### config.mk
export PLATFORM = sky130hd
export DESIGN_NAME = ex_writeback_scheduler_flat
export DESIGN_NICKNAME = d
export VERILOG_FILES = /design/src/rtl/ex_writeback_scheduler_if.sv /design/src/rtl/ex_writeback_scheduler.sv /design/src/flat_wrapper.sv
export SDC_FILE = /design/constraint.sdc
export NUM_CORES = 2
export LEC_CHECK = 0
export CAP_MARGIN = 20
export CORE_MARGIN = 1
export CORE_UTILIZATION = 59
export CTS_CLUSTER_SIZE = 10
export DETAILED_ROUTE_END_ITERATION = 10
export GPL_ROUTABILITY_DRIVEN = 0
export PLACE_DENSITY_LB_ADDON = 0.25
export SLEW_MARGIN = 20
export SYNTH_ARGS = -nofsm -noshare
export SYNTH_HDL_FRONTEND = slang
export SYNTH_SLANG_ARGS = --single-unit
### constraint.sdc
create_clock -name clk -period 37.6 [get_ports clk]
set_clock_uncertainty 0.05 [all_clocks]
set_input_delay 3.76 -clock clk [delete_from_list [all_inputs] [get_ports clk]]
set_output_delay 3.76 -clock clk [all_outputs]
set_load 0.1 [all_outputs]
### src/rtl/ex_writeback_scheduler_if.sv
// rtl/ex_writeback_scheduler_if.sv - issue and writeback bundle for the execute writeback scheduler
//
// Signals:
//   issue_valid/ready  : one execute result offered per cycle, accepted when both high
//   issue_rt/lat/data  : target register, unit latency (0 means 1), result value
//   wb_valid/rt/data   : single registered register-file writeback port
// Modports: master drives issues and observes writeback; slave is the scheduler.
interface ex_writeback_scheduler_if #(
  parameter int DATA_W = 128,
  parameter int REG_W  = 7
);
  logic              issue_valid;
  logic              issue_ready;
  logic [REG_W-1:0]  issue_rt;
  logic [2:0]        issue_lat;
  logic [DATA_W-1:0] issue_data;
  logic              wb_valid;
  logic [REG_W-1:0]  wb_rt;
  logic [DATA_W-1:0] wb_data;

  modport master (
    output issue_valid, issue_rt, issue_lat, issue_data,
    input  issue_ready, wb_valid, wb_rt, wb_data
  );

  modport slave (
    input  issue_valid, issue_rt, issue_lat, issue_data,
    output issue_ready, wb_valid, wb_rt, wb_data
  );
endinterface

### src/rtl/ex_writeback_scheduler.sv
// rtl/ex_writeback_scheduler.sv - latency-aware execute result writeback scheduler
//
// Ports:
//   clk, reset       : rising-edge clock, asynchronous active-high reset
//   bus (slave)      : issue_valid/ready/rt/lat/data in, wb_valid/rt/data out
//   flush            : discard every in-flight result at the next edge
//   query_ra/rb/rc   : operand registers checked against pending targets
//   hazard_ra/rb/rc  : queried register has a result still in flight
//   inflight         : number of occupied stages
module ex_writeback_scheduler #(
  parameter int DATA_W  = 128,
  parameter int REG_W   = 7,
  parameter int MAX_LAT = 7
) (
  input  logic                         clk,
  input  logic                         reset,
  ex_writeback_scheduler_if.slave      bus,
  input  logic                         flush,
  input  logic [REG_W-1:0]             query_ra,
  input  logic [REG_W-1:0]             query_rb,
  input  logic [REG_W-1:0]             query_rc,
  output logic                         hazard_ra,
  output logic                         hazard_rb,
  output logic                         hazard_rc,
  output logic [$clog2(MAX_LAT+1)-1:0] inflight
);
  localparam int CNT_W = $clog2(MAX_LAT+1);

  // Stage k holds a result that retires k cycles from now; stage 0 is the
  // writeback register itself.
  logic              st_valid [MAX_LAT];
  logic [REG_W-1:0]  st_rt    [MAX_LAT];
  logic [DATA_W-1:0] st_data  [MAX_LAT];

  logic [2:0] eff_lat;
  logic       accept;

  always_comb begin
    if (bus.issue_lat == 3'd0)
      eff_lat = 3'd1;
    else if (int'(bus.issue_lat) > MAX_LAT)
      eff_lat = 3'(MAX_LAT);
    else
      eff_lat = bus.issue_lat;
  end

  // An issue of latency L lands in stage L-1, which at the same edge would
  // receive stage L. The slot is free exactly when stage L is empty; the
  // top stage always receives a bubble, so MAX_LAT never collides.
  always_comb begin
    bus.issue_ready = !flush;
    for (int k = 1; k < MAX_LAT; k++) begin
      if (int'(eff_lat) == k && st_valid[k])
        bus.issue_ready = 1'b0;
    end
  end

  assign accept = bus.issue_valid && bus.issue_ready && !flush;

  for (genvar k = 0; k < MAX_LAT; k++) begin : g_stage
    logic              up_valid;
    logic [REG_W-1:0]  up_rt;
    logic [DATA_W-1:0] up_data;
    logic              load;

    if (k == MAX_LAT - 1) begin : g_top
      assign up_valid = 1'b0;
      assign up_rt    = '0;
      assign up_data  = '0;
    end else begin : g_shift
      assign up_valid = st_valid[k+1];
      assign up_rt    = st_rt[k+1];
      assign up_data  = st_data[k+1];
    end

    assign load = accept && (int'(eff_lat) == k + 1);

    // rt/data only move with a valid entry, so a flush or a bubble leaves
    // the last written-back rt/data visible on wb_rt/wb_data.
    always_ff @(posedge clk or posedge reset) begin
      if (reset) begin
        st_valid[k] <= 1'b0;
        st_rt[k]    <= '0;
        st_data[k]  <= '0;
      end else if (flush) begin
        st_valid[k] <= 1'b0;
      end else if (load) begin
        st_valid[k] <= 1'b1;
        st_rt[k]    <= bus.issue_rt;
        st_data[k]  <= bus.issue_data;
      end else begin
        st_valid[k] <= up_valid;
        if (up_valid) begin
          st_rt[k]   <= up_rt;
          st_data[k] <= up_data;
        end
      end
    end
  end

  always_comb begin
    inflight  = '0;
    hazard_ra = 1'b0;
    hazard_rb = 1'b0;
    hazard_rc = 1'b0;
    for (int k = 0; k < MAX_LAT; k++) begin
      inflight = inflight + CNT_W'(st_valid[k]);
      if (st_valid[k] && st_rt[k] == query_ra) hazard_ra = 1'b1;
      if (st_valid[k] && st_rt[k] == query_rb) hazard_rb = 1'b1;
      if (st_valid[k] && st_rt[k] == query_rc) hazard_rc = 1'b1;
    end
  end

  assign bus.wb_valid = st_valid[0];
  assign bus.wb_rt    = st_rt[0];
  assign bus.wb_data  = st_data[0];
endmodule

### src/flat_wrapper.sv
// flat-port wrapper written by rule: the top's interface ports become plain ports
module ex_writeback_scheduler_flat 
#(
  parameter int DATA_W  = 128,
  parameter int REG_W   = 7,
  parameter int MAX_LAT = 7
)
  (clk, reset, flush, query_ra, query_rb, query_rc, hazard_ra, hazard_rb, hazard_rc, inflight, bus_issue_valid, bus_issue_rt, bus_issue_lat, bus_issue_data, bus_issue_ready, bus_wb_valid, bus_wb_rt, bus_wb_data);
  ex_writeback_scheduler_if #(.DATA_W(DATA_W), .REG_W(REG_W)) bus_i ();
  input  logic clk;
  input  logic reset;
  input  logic flush;
  input  logic [REG_W-1:0] query_ra;
  input  logic [REG_W-1:0] query_rb;
  input  logic [REG_W-1:0] query_rc;
  output logic hazard_ra;
  output logic hazard_rb;
  output logic hazard_rc;
  output logic [$clog2(MAX_LAT+1)-1:0] inflight;
  input wire logic [$bits(bus_i.issue_valid)-1:0] bus_issue_valid;
  input wire logic [$bits(bus_i.issue_rt)-1:0] bus_issue_rt;
  input wire logic [$bits(bus_i.issue_lat)-1:0] bus_issue_lat;
  input wire logic [$bits(bus_i.issue_data)-1:0] bus_issue_data;
  output wire logic [$bits(bus_i.issue_ready)-1:0] bus_issue_ready;
  output wire logic [$bits(bus_i.wb_valid)-1:0] bus_wb_valid;
  output wire logic [$bits(bus_i.wb_rt)-1:0] bus_wb_rt;
  output wire logic [$bits(bus_i.wb_data)-1:0] bus_wb_data;
  assign bus_i.issue_valid = bus_issue_valid;
  assign bus_i.issue_rt = bus_issue_rt;
  assign bus_i.issue_lat = bus_issue_lat;
  assign bus_i.issue_data = bus_issue_data;
  assign bus_issue_ready = bus_i.issue_ready;
  assign bus_wb_valid = bus_i.wb_valid;
  assign bus_wb_rt = bus_i.wb_rt;
  assign bus_wb_data = bus_i.wb_data;
  ex_writeback_scheduler #(.DATA_W(DATA_W), .REG_W(REG_W), .MAX_LAT(MAX_LAT)) u_core (.clk(clk), .reset(reset), .bus(bus_i), .flush(flush), .query_ra(query_ra), .query_rb(query_rb), .query_rc(query_rc), .hazard_ra(hazard_ra), .hazard_rb(hazard_rb), .hazard_rc(hazard_rc), .inflight(inflight));
endmodule
==> qor.txt <==
outcome: completed
largest driver fanout on the critical path: 7
total global-route track usage: 0.3440
Post-Syn Nets: 4184
post-route total power: 3.237 mW
gate count after technology mapping: 4015
global-route congestion overflow total: 0
clock latency on the worst-skew pair: 680 ps
estimated wirelength of the detail-placed design: 64980 um
final core occ: 0.6880
count of pins over their slew limit: 0
number of remaining DRC errors: 0
endpoints failing hold: 0
mux contribution to synthesized area: 0.03732
number of CTS-inserted buffers: 106
per-cell via count in the routed design: 6.480
launching instance or port of the critical path: query_rc[2]
signal arrival time at the worst endpoint: 6490 ps
core area: 68710 sq um
required time worst endpoint: 33790 ps
nature of the critical path startpoint: input port
Main synth FF type: sky130_fd_sc_hd__dfrtp_1
Worst Setup Slack, final: 27300 ps
fraction of final layout cells with drive strength greater than 1: 0.07886
total number of vias: 32894
vias in the first global route: 32870
worst flop-to-flop path endpoint: u_core.bus.wb_data[123]
Slew headroom: 0.2189
xor and xnor area share after synthesis: 0.03162
yosys synthesis warning count: 0
First DRT Iteration DRCs: 4434
R2R Setup Slk: 33660 ps
combined buffer and inverter count along the critical path: 2
share of the yosys chip area belonging to registers: 0.5810
leakage power figure: 21.51 nW
number of distinct library cells after synthesis: 36
clock sink count: 952
max-cap viol count: 0
largest net degree at the start of global routing: 157
endpoints failing setup: 0
fraction of registers with async set or reset after synthesis: 1.000
die boundary height: 265.6 um
worst-margin pin slew: 1172 ps
DIE WIDTH: 265.6 um
pwr dens: 68.48 nW/um^2
number of cells traversed by the worst hold path: 2
number of buffers inserted to repair setup after CTS: 0
Die Outline Area: 70550 sq um
Clk Tree Root Cell: sky130_fd_sc_hd__clkbuf_16
final critical-path required period: 10300 ps
Post-Place Setup Slack: 27320 ps
wire per inst: 23.76 um
CTS-repair resized insts: 0
post-synthesis share of cell area spent on and, or, nand and nor gates: 0.1107
average footprint of a synthesized cell: 10.21 sq um
cell family with most CP delay: buffers and inverters
cell area after technology mapping: 41000 sq um
antenna violations before repair: 13
aggregate negative setup slack: 0 ps
Hold Buf Count CTS: 0
boundary pin count: 306
largest family of logic cells by synthesized area: compound AO/OA/AOI/OAI gates
global-route wire length before repair: 190500 um
clock tree from TritonCTS: done
non-filler cells in the finished layout: 5076
end of the worst hold path: u_core.g_stage[3].up_data[76]
Cell Chain, Critical Path: clkdlybuf4s50_1, xor2_1, nor4_1, nand4_1, o21ai_0, or4_1, clkdlybuf4s50_1
critical path class: in2out
clock edge transition at the registers on the reported setup and hold paths: 60 ps
launching point of the worst reg2reg path: u_core.g_stage[0].up_valid
share of the clock period used by the worst path: 0.2739
slowest cell on the critical path: sky130_fd_sc_hd__clkdlybuf4s50_1
starting density of the core: 0.5968
endpoint kind of the worst setup timing path: output port
count of input and output buffers: 305
number of flops mapped to enable cells by yosys: 0
final WL: 120600 um
Antenna Violating Nets Remaining: 0
Worst Hold Class: reg2reg
r2r worst-path depth: 7
number of register bits inferred by synthesis: 952
Highest Clock Rate: 97.10 MHz
synth-to-layout area growth: 15.29%
Max H-tree Level: 3
Max Root-Sink Buffers: 3
largest incremental delay on the critical path: 1140 ps
peak supply drop: 0.00005470 V
number of nets at the end of the flow: 4286
Synth Area in Compound Gates: 0.1875
first drt pass iteration count: 9
Placed Instances: 4937
total number of placement rows: 96
most numerous cell on the critical path: sky130_fd_sc_hd__clkdlybuf4s50_1
arithmetic-cell share of the synthesized area counting full adders, half adders and majority gates: 0.002380
setup repair after global routing missed its margin: false
origin of the worst min-delay path: u_core.g_stage[4].up_data[76]
## tightest hold or removal path: cells and delay by family, from the launching register on
family / cells / cell delay, ps
AO/OA/AOI/OAI: 1 / 60
flip-flops: 1 / 340
buffers and inverters: 1 / 50
## registers in the layout, summed over array words and instances, names as in the netlist
| register | flops |
|---|---|
| u_core.g_stage.up_valid | 6 |
| u_core.bus.wb_rt | 7 |
| u_core.g_stage.up_data | 768 |
| u_core.bus.wb_valid | 1 |
| u_core.g_stage.up_rt | 42 |
| u_core.bus.wb_data | 128 |
## kinds of logic (layout without fill, tap and decap cells)
family	count (synthesis)	after routing
muxes	136	136
xor gates and xnor gates	148	148
other	0	11
buffers and inverters	518	637
AOI/OAI and AO/OA	1095	1095
and+or+nand+nor	1160	1160
DFF	952	952
adders and majority gates	6	6
## layout make-up
class                      count  area, sq um
sequential                   952        23830
fill                        5249        21440
multi-input combinational   2545        15280
timing repair buffer         360         3567
clock buffer                 118         2708
tap                          931         1165
inverter                     152        578.1
clock inverter                 7        115.1
antenna                       11        27.53
## where the power goes
part | switching [mW] | total, mW | leakage (nW) | internal, mW
Sequential | 0.196 | 1.50 | 11.9 | 1.31
Clock | 0.396 | 0.899 | 1.38 | 0.503
Combinational | 0.571 | 0.837 | 8.19 | 0.266
Total | 1.16 | 3.24 | 21.5 | 2.07
## layer usage
| metal | track usage | wire length [um] | part of all wire |
|---|---|---|---|
| met1 | 0.4796 | 48590 | 0.40 |
| met2 | 0.5381 | 56880 | 0.47 |
| met3 | 0.06647 | 11280 | 0.094 |
| met4 | 0.1303 | 3827 | 0.032 |
| met5 | 0 | 35 | 0.00029 |
## placed cells by master, fill, tap and decap left out, drive strengths merged, types with 28 or more instances in the layout
cell type and count:
a222oi 135, a22oi 540, buf 56, clkbuf 118, clkdlybuf4s50 304, dfrtp 952, inv 156, mux2 135
nand2 818, nand4 28, nor2 282, o21ai 280, o22ai 136, xnor2 89, xor2 59
## how the worst max path moves through the flow
stage | end | cells past startpoint | slack, ps
after global routing | hazard_rb | 7 | 27150
final | hazard_rc | 7 | 27300
after CTS | hazard_rb | 7 | 27330
after detailed placement | hazard_rb | 7 | 27320
after floorplan | u_core.bus.wb_data[0] | 1 | 7010
after global placement | hazard_rc | 7 | 27320
## stage by stage
step	hold slack, ps	cell area, sq um
after floorplan	396.4	41000
after global placement	407.1	44330
after detailed placement	412.8	44330
after CTS	394.6	47150
after global routing	438.2	47270
final	404.8	47270
## Yosys cell counts, types with 3 or more instances
library cell               count  area (sq um)
sky130_fd_sc_hd__nor2_1      282          1059
sky130_fd_sc_hd__clkbuf_1    276          1036
sky130_fd_sc_hd__nand2_1     817          3067
sky130_fd_sc_hd__a22oi_1     540          4054
sky130_fd_sc_hd__buf_2        63         315.3
sky130_fd_sc_hd__xor2_1       59         516.8
sky130_fd_sc_hd__o21bai_1      3         22.52
sky130_fd_sc_hd__inv_1       150         563.0
sky130_fd_sc_hd__o21ai_0     171         855.8
sky130_fd_sc_hd__or4_1         3         22.52
sky130_fd_sc_hd__dfrtp_1     952         23820
sky130_fd_sc_hd__nand4_1      28         175.2
sky130_fd_sc_hd__o21ai_1     109         545.5
sky130_fd_sc_hd__ha_1          3         37.54
sky130_fd_sc_hd__a222oi_1    135          1351
sky130_fd_sc_hd__buf_1        26         97.59
sky130_fd_sc_hd__fa_1          3         60.06
sky130_fd_sc_hd__nor4_1       15         93.84
sky130_fd_sc_hd__mux2_2      135          1520
sky130_fd_sc_hd__xnor2_1      89         779.5
sky130_fd_sc_hd__o22ai_1     136         850.8
(Power assumes the default switching activity.)
